File: src/rtl/uart_rx_oversampler.sv
// ---------------------------------------------------------------------------
// uart_rx_oversampler
//
// Purpose: UART receive stage fed by the UART clock generator's sampling
// clock (SAMPLES_PER_BIT ticks per bit). The module does the following:
//   - synchronises the serial line and the sampling clock,
//   - majority-votes three mid-bit samples,
//   - de-frames start / 8 data / optional parity / stop,
//   - holds the received byte for the core with a valid/read handshake.
//
// Ports:
//   physical_clock     in   system clock, all state on rising edge
//   init_flag          in   asynchronous active-low reset
//   sampling_clock_in  in   sampling clock from generator, treated as data
//   rx_serial          in   UART line, idle high
//   rx_read            in   1-cycle pulse: core consumes held byte
//   rx_data            out  last received byte (LSB first on the line)
//   rx_valid           out  rx_data holds an unread byte
//   parity_error       out  parity mismatch on byte in rx_data
//   framing_error      out  stop bit sampled low on byte in rx_data
//   overrun            out  sticky: a byte completed while rx_valid was set
//   rx_busy            out  receiver FSM not idle
// ---------------------------------------------------------------------------
module uart_rx_oversampler #(
  parameter int SAMPLES_PER_BIT = 10,
  parameter int PARITY_EN       = 1,
  parameter int PARITY_ODD      = 0,
  parameter int SYNC_STAGES     = 2
) (
  input  logic       physical_clock,
  input  logic       init_flag,
  input  logic       sampling_clock_in,
  input  logic       rx_serial,
  input  logic       rx_read,
  output logic [7:0] rx_data,
  output logic       rx_valid,
  output logic       parity_error,
  output logic       framing_error,
  output logic       overrun,
  output logic       rx_busy
);

  localparam int CNT_W = $clog2(SAMPLES_PER_BIT);
  localparam int MID   = SAMPLES_PER_BIT / 2;

  localparam logic [CNT_W-1:0] CNT_LAST = CNT_W'(SAMPLES_PER_BIT - 1);
  localparam logic [CNT_W-1:0] CNT_LO   = CNT_W'(MID - 1);
  localparam logic [CNT_W-1:0] CNT_MID  = CNT_W'(MID);
  localparam logic [CNT_W-1:0] CNT_HI   = CNT_W'(MID + 1);
  localparam logic [CNT_W-1:0] CNT_ONE  = CNT_W'(1);

  typedef enum logic [2:0] {
    ST_IDLE     = 3'd0,
    ST_START    = 3'd1,
    ST_DATA     = 3'd2,
    ST_PARITY   = 3'd3,
    ST_STOP     = 3'd4,
    ST_COMPLETE = 3'd5
  } state_t;

  function automatic logic maj3(input logic a, input logic b, input logic c);
    return (a & b) | (a & c) | (b & c);
  endfunction

  // Synchronisers reset to 1 so a reset looks like an idle line and does
  // not produce a spurious sample tick on release.
  logic [SYNC_STAGES-1:0] rx_sync_q;
  logic [SYNC_STAGES-1:0] sclk_sync_q;
  logic                   sclk_prev_q;

  always_ff @(posedge physical_clock or negedge init_flag) begin
    if (!init_flag) begin
      rx_sync_q   <= '1;
      sclk_sync_q <= '1;
      sclk_prev_q <= 1'b1;
    end else begin
      rx_sync_q[0]   <= rx_serial;
      sclk_sync_q[0] <= sampling_clock_in;
      for (int i = 1; i < SYNC_STAGES; i++) begin
        rx_sync_q[i]   <= rx_sync_q[i-1];
        sclk_sync_q[i] <= sclk_sync_q[i-1];
      end
      sclk_prev_q <= sclk_sync_q[SYNC_STAGES-1];
    end
  end

  logic rx_s;
  logic sample_tick;

  assign rx_s        = rx_sync_q[SYNC_STAGES-1];
  assign sample_tick = sclk_sync_q[SYNC_STAGES-1] & ~sclk_prev_q;

  // Receiver state and datapath registers
  state_t           state_q, state_d;
  logic [CNT_W-1:0] cnt_q, cnt_d;
  logic [2:0]       bit_idx_q, bit_idx_d;
  logic [7:0]       shift_q, shift_d;
  logic [2:0]       smp_q, smp_d;
  logic             par_bit_q, par_bit_d;
  logic             stop_vote_q, stop_vote_d;
  logic [7:0]       rx_data_q, rx_data_d;
  logic             rx_valid_q, rx_valid_d;
  logic             perr_q, perr_d;
  logic             ferr_q, ferr_d;
  logic             overrun_q, overrun_d;

  logic at_wrap;
  logic bit_vote;
  logic stop_vote_now;
  logic perr_calc;

  assign at_wrap  = (cnt_q == CNT_LAST);
  assign bit_vote = maj3(smp_q[0], smp_q[1], smp_q[2]);
  // The stop bit is decided on its third voted sample, which is the live
  // line value, so the receiver can rearm before the stop bit ends.
  assign stop_vote_now = maj3(smp_q[0], smp_q[1], rx_s);
  assign perr_calc = (PARITY_EN != 0) ?
                     (^shift_q ^ par_bit_q ^ (PARITY_ODD != 0)) : 1'b0;

  // State register
  always_ff @(posedge physical_clock or negedge init_flag) begin
    if (!init_flag) begin
      state_q <= ST_IDLE;
    end else begin
      state_q <= state_d;
    end
  end

  // Next-state logic
  always_comb begin
    state_d = state_q;
    case (state_q)
      ST_IDLE: begin
        if (sample_tick && !rx_s) state_d = ST_START;
      end
      ST_START: begin
        if (sample_tick && at_wrap) state_d = bit_vote ? ST_IDLE : ST_DATA;
      end
      ST_DATA: begin
        if (sample_tick && at_wrap && (bit_idx_q == 3'd7)) begin
          state_d = (PARITY_EN != 0) ? ST_PARITY : ST_STOP;
        end
      end
      ST_PARITY: begin
        if (sample_tick && at_wrap) state_d = ST_STOP;
      end
      ST_STOP: begin
        if (sample_tick && (cnt_q == CNT_HI)) state_d = ST_COMPLETE;
      end
      ST_COMPLETE: state_d = ST_IDLE;
      default:     state_d = ST_IDLE;
    endcase
  end

  // Datapath next-state: counters, vote samples, shift register, holding
  // register and handshake flags.
  always_comb begin
    cnt_d       = cnt_q;
    bit_idx_d   = bit_idx_q;
    shift_d     = shift_q;
    smp_d       = smp_q;
    par_bit_d   = par_bit_q;
    stop_vote_d = stop_vote_q;
    rx_data_d   = rx_data_q;
    rx_valid_d  = rx_valid_q;
    perr_d      = perr_q;
    ferr_d      = ferr_q;
    overrun_d   = overrun_q;

    if (sample_tick) begin
      if (state_q == ST_IDLE) begin
        // The tick that detects the low line is sample 0 of the start bit.
        if (!rx_s) begin
          cnt_d     = CNT_ONE;
          bit_idx_d = 3'd0;
        end
      end else if (state_q != ST_COMPLETE) begin
        if (cnt_q == CNT_LO)  smp_d[0] = rx_s;
        if (cnt_q == CNT_MID) smp_d[1] = rx_s;
        if (cnt_q == CNT_HI)  smp_d[2] = rx_s;
        cnt_d = at_wrap ? '0 : cnt_q + CNT_ONE;

        case (state_q)
          ST_DATA: begin
            if (at_wrap) begin
              shift_d[bit_idx_q] = bit_vote;
              bit_idx_d          = bit_idx_q + 3'd1;
            end
          end
          ST_PARITY: begin
            if (at_wrap) par_bit_d = bit_vote;
          end
          ST_STOP: begin
            if (cnt_q == CNT_HI) begin
              stop_vote_d = stop_vote_now;
              cnt_d       = '0;
            end
          end
          default: ;
        endcase
      end
    end

    if (rx_read && rx_valid_q) begin
      rx_valid_d = 1'b0;
      perr_d     = 1'b0;
      ferr_d     = 1'b0;
    end

    // A completing byte always wins over a same-cycle read; it counts as
    // an overrun only if the previous byte was left unread.
    if (state_q == ST_COMPLETE) begin
      rx_data_d  = shift_q;
      rx_valid_d = 1'b1;
      perr_d     = perr_calc;
      ferr_d     = ~stop_vote_q;
      if (rx_valid_q && !rx_read) overrun_d = 1'b1;
    end
  end

  always_ff @(posedge physical_clock or negedge init_flag) begin
    if (!init_flag) begin
      cnt_q       <= '0;
      bit_idx_q   <= '0;
      shift_q     <= '0;
      smp_q       <= '0;
      par_bit_q   <= 1'b0;
      stop_vote_q <= 1'b0;
      rx_data_q   <= '0;
      rx_valid_q  <= 1'b0;
      perr_q      <= 1'b0;
      ferr_q      <= 1'b0;
      overrun_q   <= 1'b0;
    end else begin
      cnt_q       <= cnt_d;
      bit_idx_q   <= bit_idx_d;
      shift_q     <= shift_d;
      smp_q       <= smp_d;
      par_bit_q   <= par_bit_d;
      stop_vote_q <= stop_vote_d;
      rx_data_q   <= rx_data_d;
      rx_valid_q  <= rx_valid_d;
      perr_q      <= perr_d;
      ferr_q      <= ferr_d;
      overrun_q   <= overrun_d;
    end
  end

  // Outputs
  always_comb begin
    rx_data       = rx_data_q;
    rx_valid      = rx_valid_q;
    parity_error  = perr_q;
    framing_error = ferr_q;
    overrun       = overrun_q;
    rx_busy       = (state_q != ST_IDLE);
  end

endmodule

File: config.mk
export PLATFORM = sky130hd
export DESIGN_NAME = uart_rx_oversampler
export DESIGN_NICKNAME = d
export VERILOG_FILES = /design/src/rtl/uart_rx_oversampler.sv
export SDC_FILE = /design/constraint.sdc
export NUM_CORES = 1
export LEC_CHECK = 0
export ABC_AREA = 1
export CAP_MARGIN = 20
export CORE_AREA = 2 2 71 73
export CTS_CLUSTER_DIAMETER = 50
export DETAILED_ROUTE_END_ITERATION = 16
export DIE_AREA = 0 0 73 75
export GPL_TIMING_DRIVEN = 0
export MAX_ROUTING_LAYER = met4
export PLACE_DENSITY = 0.65
export SYNTH_ARGS = -nofsm -noshare
export SYNTH_HDL_FRONTEND = slang
export SYNTH_SLANG_ARGS = --single-unit
export TNS_END_PERCENT = 50
File: constraint.sdc
create_clock -name physical_clock -period 3.6 [get_ports physical_clock]
set_clock_uncertainty 0.05 [all_clocks]
set_input_delay 0.36 -clock physical_clock [delete_from_list [all_inputs] [get_ports physical_clock]]
set_output_delay 0.36 -clock physical_clock [all_outputs]
set_load 0.02 [all_outputs]
==> metrics.md <==
| Metric | Value |
|---|---|
| Final ANT Viol Nets | `0` |
| Die footprint | `about 5500 sq um` |
| Nets | `~290` |
| Crit-path cells | `nor2_2, nand2_4, clkdlybuf4s50_1` |
| Seq/Total Area, Yosys | `between 40 and 50%` |
| Slew Limit Fails | `0` |
| First-pass GRT wire length | `between 6 and 7 mm` |
| # setup viols final | `0` |
| Fmax achieved | `between 0.4 and 0.5 GHz` |
| Max Cap Viol | `0` |
| Slowest-stage cell, CP | `clkdlybuf4s50_1` |
| Clock-pin slew on the worst setup and hold paths | `roughly 0.070 ns` |
| CTS Buffer Depth | `2` |
| CTS Root Cell | `clkbuf_8` |
| #FFs+latches synth | `40` |
| Via Count | `between 1500 and 2000` |
| Tcrit/Tclk final | `a little under three fifths` |
| # DRC | `0` |
| CP Buf/Inv Count | `1` |
| WL/cell | `about 10 microns` |
| Post_cts resized | `0` |
| CP required | `3.19 ns` |
| Initial Utilization | `between 40% and 50%` |
| CTS tree | `built` |
| Worst Path Arrival | `between 1.5 and 2 ns` |
| Crit Path Max Fanout | `7` |
| Slew headroom | `roughly 42%` |
| RSZ-0062 raised after global routing | `false` |
| Avg Vias per Cell | `4.877` |
| Post-synth net total | `between 200 and 300` |
| Clock latency at the later pin of the worst-skew pair | `a little under 0.3 ns` |
| Crit start category | `flop` |
| I/O Buffers | `17` |
| Initial antenna violation count | `0` |
| Layout cells sized above 1 | `around 11%` |
| Initial DRC count | `slightly below 70` |
| Pin count of the biggest net entering global routing | `just over 40` |
| Mean Syn Cell Area | `slightly below 8 sq um` |
| Number of H-tree levels | `2` |
| R2R Setup Slk | `2.01 ns` |
| Total wire length after detailed routing | `roughly 3.5 mm` |
| Ant diodes | `0` |
| Final worst-path setup slack | `roughly 1.6 ns` |
| Core area | `4661 sq um` |
| Final min period | `between 2 and 2.5 ns` |
| VDD IR max | `0.3297 mV` |
| Total global routing overflow | `0` |
| Synth cell types | `29` |
| FF-to-FF Start | `sclk_sync_q[1]$_DFF_PN1_` |
| Static leakage | `1.159 nW` |
| Area Growth Syn to Fin | `16.68%` |
| Chip height | `about 75 microns` |
| Status | `finished, final reports clean` |
| Crit Path Category | `flop to output pin` |
| FP Rows | `25` |
| Pre-antenna DRT Iters | `4` |
| CTS buffer count | `5` |
| Reg2Reg Depth | `7` |
| Routability cong. | `slightly below 0.8` |
| Setup Buffers After CTS | `0` |
| Commonest cells after routing, fill and taps aside | `nand2_1 (87), inv_1 (35), dfrtp_1 (35)` |
| Placed instance area | `about 2300 sq um` |
| Worst R2R End | `state_q[0]$_DFFE_PN0P_` |
| Die width | `roughly 73 microns` |
| Synth warn | `0` |
| Hold WC Path Type | `input pin to async pin` |
| Most common cell after layout, fill and taps aside | `nand2_1` |
| Post-CTS Hold Buffers | `0` |
| Slowest stage delay, CP | `between 0.5 and 0.6 ns` |
| Final setup TNS | `0 ns` |
| Final hold viol count | `0` |
| I/O pins | `18` |
| Worst Tran Pin Value | `0.8689 ns` |
| Endpoint class of the critical path | `output pin` |
| PD cells | `between 500 and 600 nW/um^2` |
| GRT Overall Usage | `15.94%` |
| Mapped Cells | `between 200 and 300` |
| Vias in the first global route | `roughly 1600` |
| Crit path max-delay family | `buffers and inverters` |
| Final instance area | `between 2000 and 2500 sq um` |
| Num Clock Sinks | `40` |
| Hpwl dp | `2.669 mm` |
| Pre-CTS worst setup slack | `about 1.9 ns` |
| Mapped Area | `slightly above 2000 sq um` |
==> worst reg2reg max path: cells and delay by family, from the launching register on <==
family	cells	cell delay, ns
AOI/OAI and AO/OA	1	0.31
and+or+nand+nor	5	0.52
DFF	1	0.53
buffers and inverters	1	0.08
==> area by class of cell <==
type | instances | area [sq um]
buffer | 2 | 8.758
clock buffer | 6 | 72.57
clock inverter | 2 | 35.03
fill | 471 | 2280
inverter | 39 | 146.4
multi-input combinational | 181 | 878.3
sequential | 40 | 1007
tap | 54 | 67.56
timing repair buffer | 17 | 165.2
==> cells by family (layout without fill, tap and decap cells) <==
logic type	after synthesis	count (layout)	synth area share (%)
simple gates	138	138	30.29
compound gates	41	41	11.53
buf+inv	41	66	7.602
flops	40	40	49.36
fa+ha+maj	2	2	1.226
==> worst max-delay path by stage <==
| stage | start | end | slack, ns | cells after the start |
|---|---|---|---|---|
| 2_1_floorplan | sclk_sync_q[1]$_DFF_PN1_ | state_q[1]$_DFFE_PN0P_ | 2.17 | 7 |
| 3_3_place_gp | init_flag | state_q[1]$_DFFE_PN0P_ | 1.17 | 1 |
| 3_5_place_dp | state_q[1]$_DFFE_PN0P_ | rx_busy | 1.88 | 3 |
| 4_1_cts | state_q[1]$_DFFE_PN0P_ | rx_busy | 1.55 | 3 |
| 5_1_grt | state_q[1]$_DFFE_PN0P_ | rx_busy | 1.51 | 3 |
| 6_report | state_q[1]$_DFFE_PN0P_ | rx_busy | 1.57 | 3 |
==> metrics by stage <==
step / cells / hold WS, ns / total power, mW / utilization, %
2_1_floorplan: 262 / 0.01441 / 0.9184 / -
3_3_place_gp: 333 / 0.2953 / 1.038 / 48.89
3_5_place_dp: 333 / 0.2970 / 1.042 / 48.78
4_1_cts: 341 / 0.1567 / 1.405 / 51.09
5_1_grt: 341 / 0.2034 / 1.501 / 51.09
6_report: 341 / 0.1313 / 1.390 / 51.09
==> where the power goes <==
group,switching (mW),internal (mW),leakage (nW)
Clock,0.150,0.206,0.0552
Combinational,0.289,0.161,0.579
Sequential,0.0693,0.515,0.525
Total,0.508,0.881,1.16
==> synthesized netlist by cell type <==
cell type,instances,area (sq um)
nand2_1,87,326.6
dfrtp_1,35,875.8
inv_1,35,131.4
nor2_1,20,75.07
nand3_1,15,75.07
o21ai_0,15,75.07
o21ai_1,13,65.06
a21oi_1,5,25.02
dfstp_2,5,131.4
inv_2,4,15.01
nand2_4,3,33.78
or2_2,3,18.77
a31oi_1,2,12.51
ha_1,2,25.02
nand4_1,2,12.51
nor2_2,2,12.51
nor3_1,2,10.01
a21oi_4,1,16.27
a22oi_1,1,7.510
buf_2,1,5.000
clkbuf_1,1,3.750
nand2_2,1,6.260
nor2_4,1,11.26
nor2_8,1,20.02
nor3_4,1,16.27
o21a_1,1,7.510
o21bai_1,1,7.510
o22ai_1,1,6.260
o31ai_2,1,12.51
==> flip-flops by register name, summed over array words and instances, names as in the netlist, 2 cells and up <==
signal and flops:
rx_data 8, bit_idx_q 3, state_q 3, sclk_sync_q 2, cnt_q 4, rx_sync_q 2, shift_q 8, smp_q 3
==> metal layers <==
layer / wire length (microns) / share of wire [%] / GRT usage, % / up-vias
met4: 41 / 1.2 / 6.790 / 0
met5: 0 / 0 / - / -
met1: 1723 / 49 / 20.19 / 757
li1: - / - / - / 876
met2: 1637 / 46 / 24.62 / 26
met3: 126 / 3.6 / 3.614 / 4
Note: power is estimated with default switching activity, not from simulation.
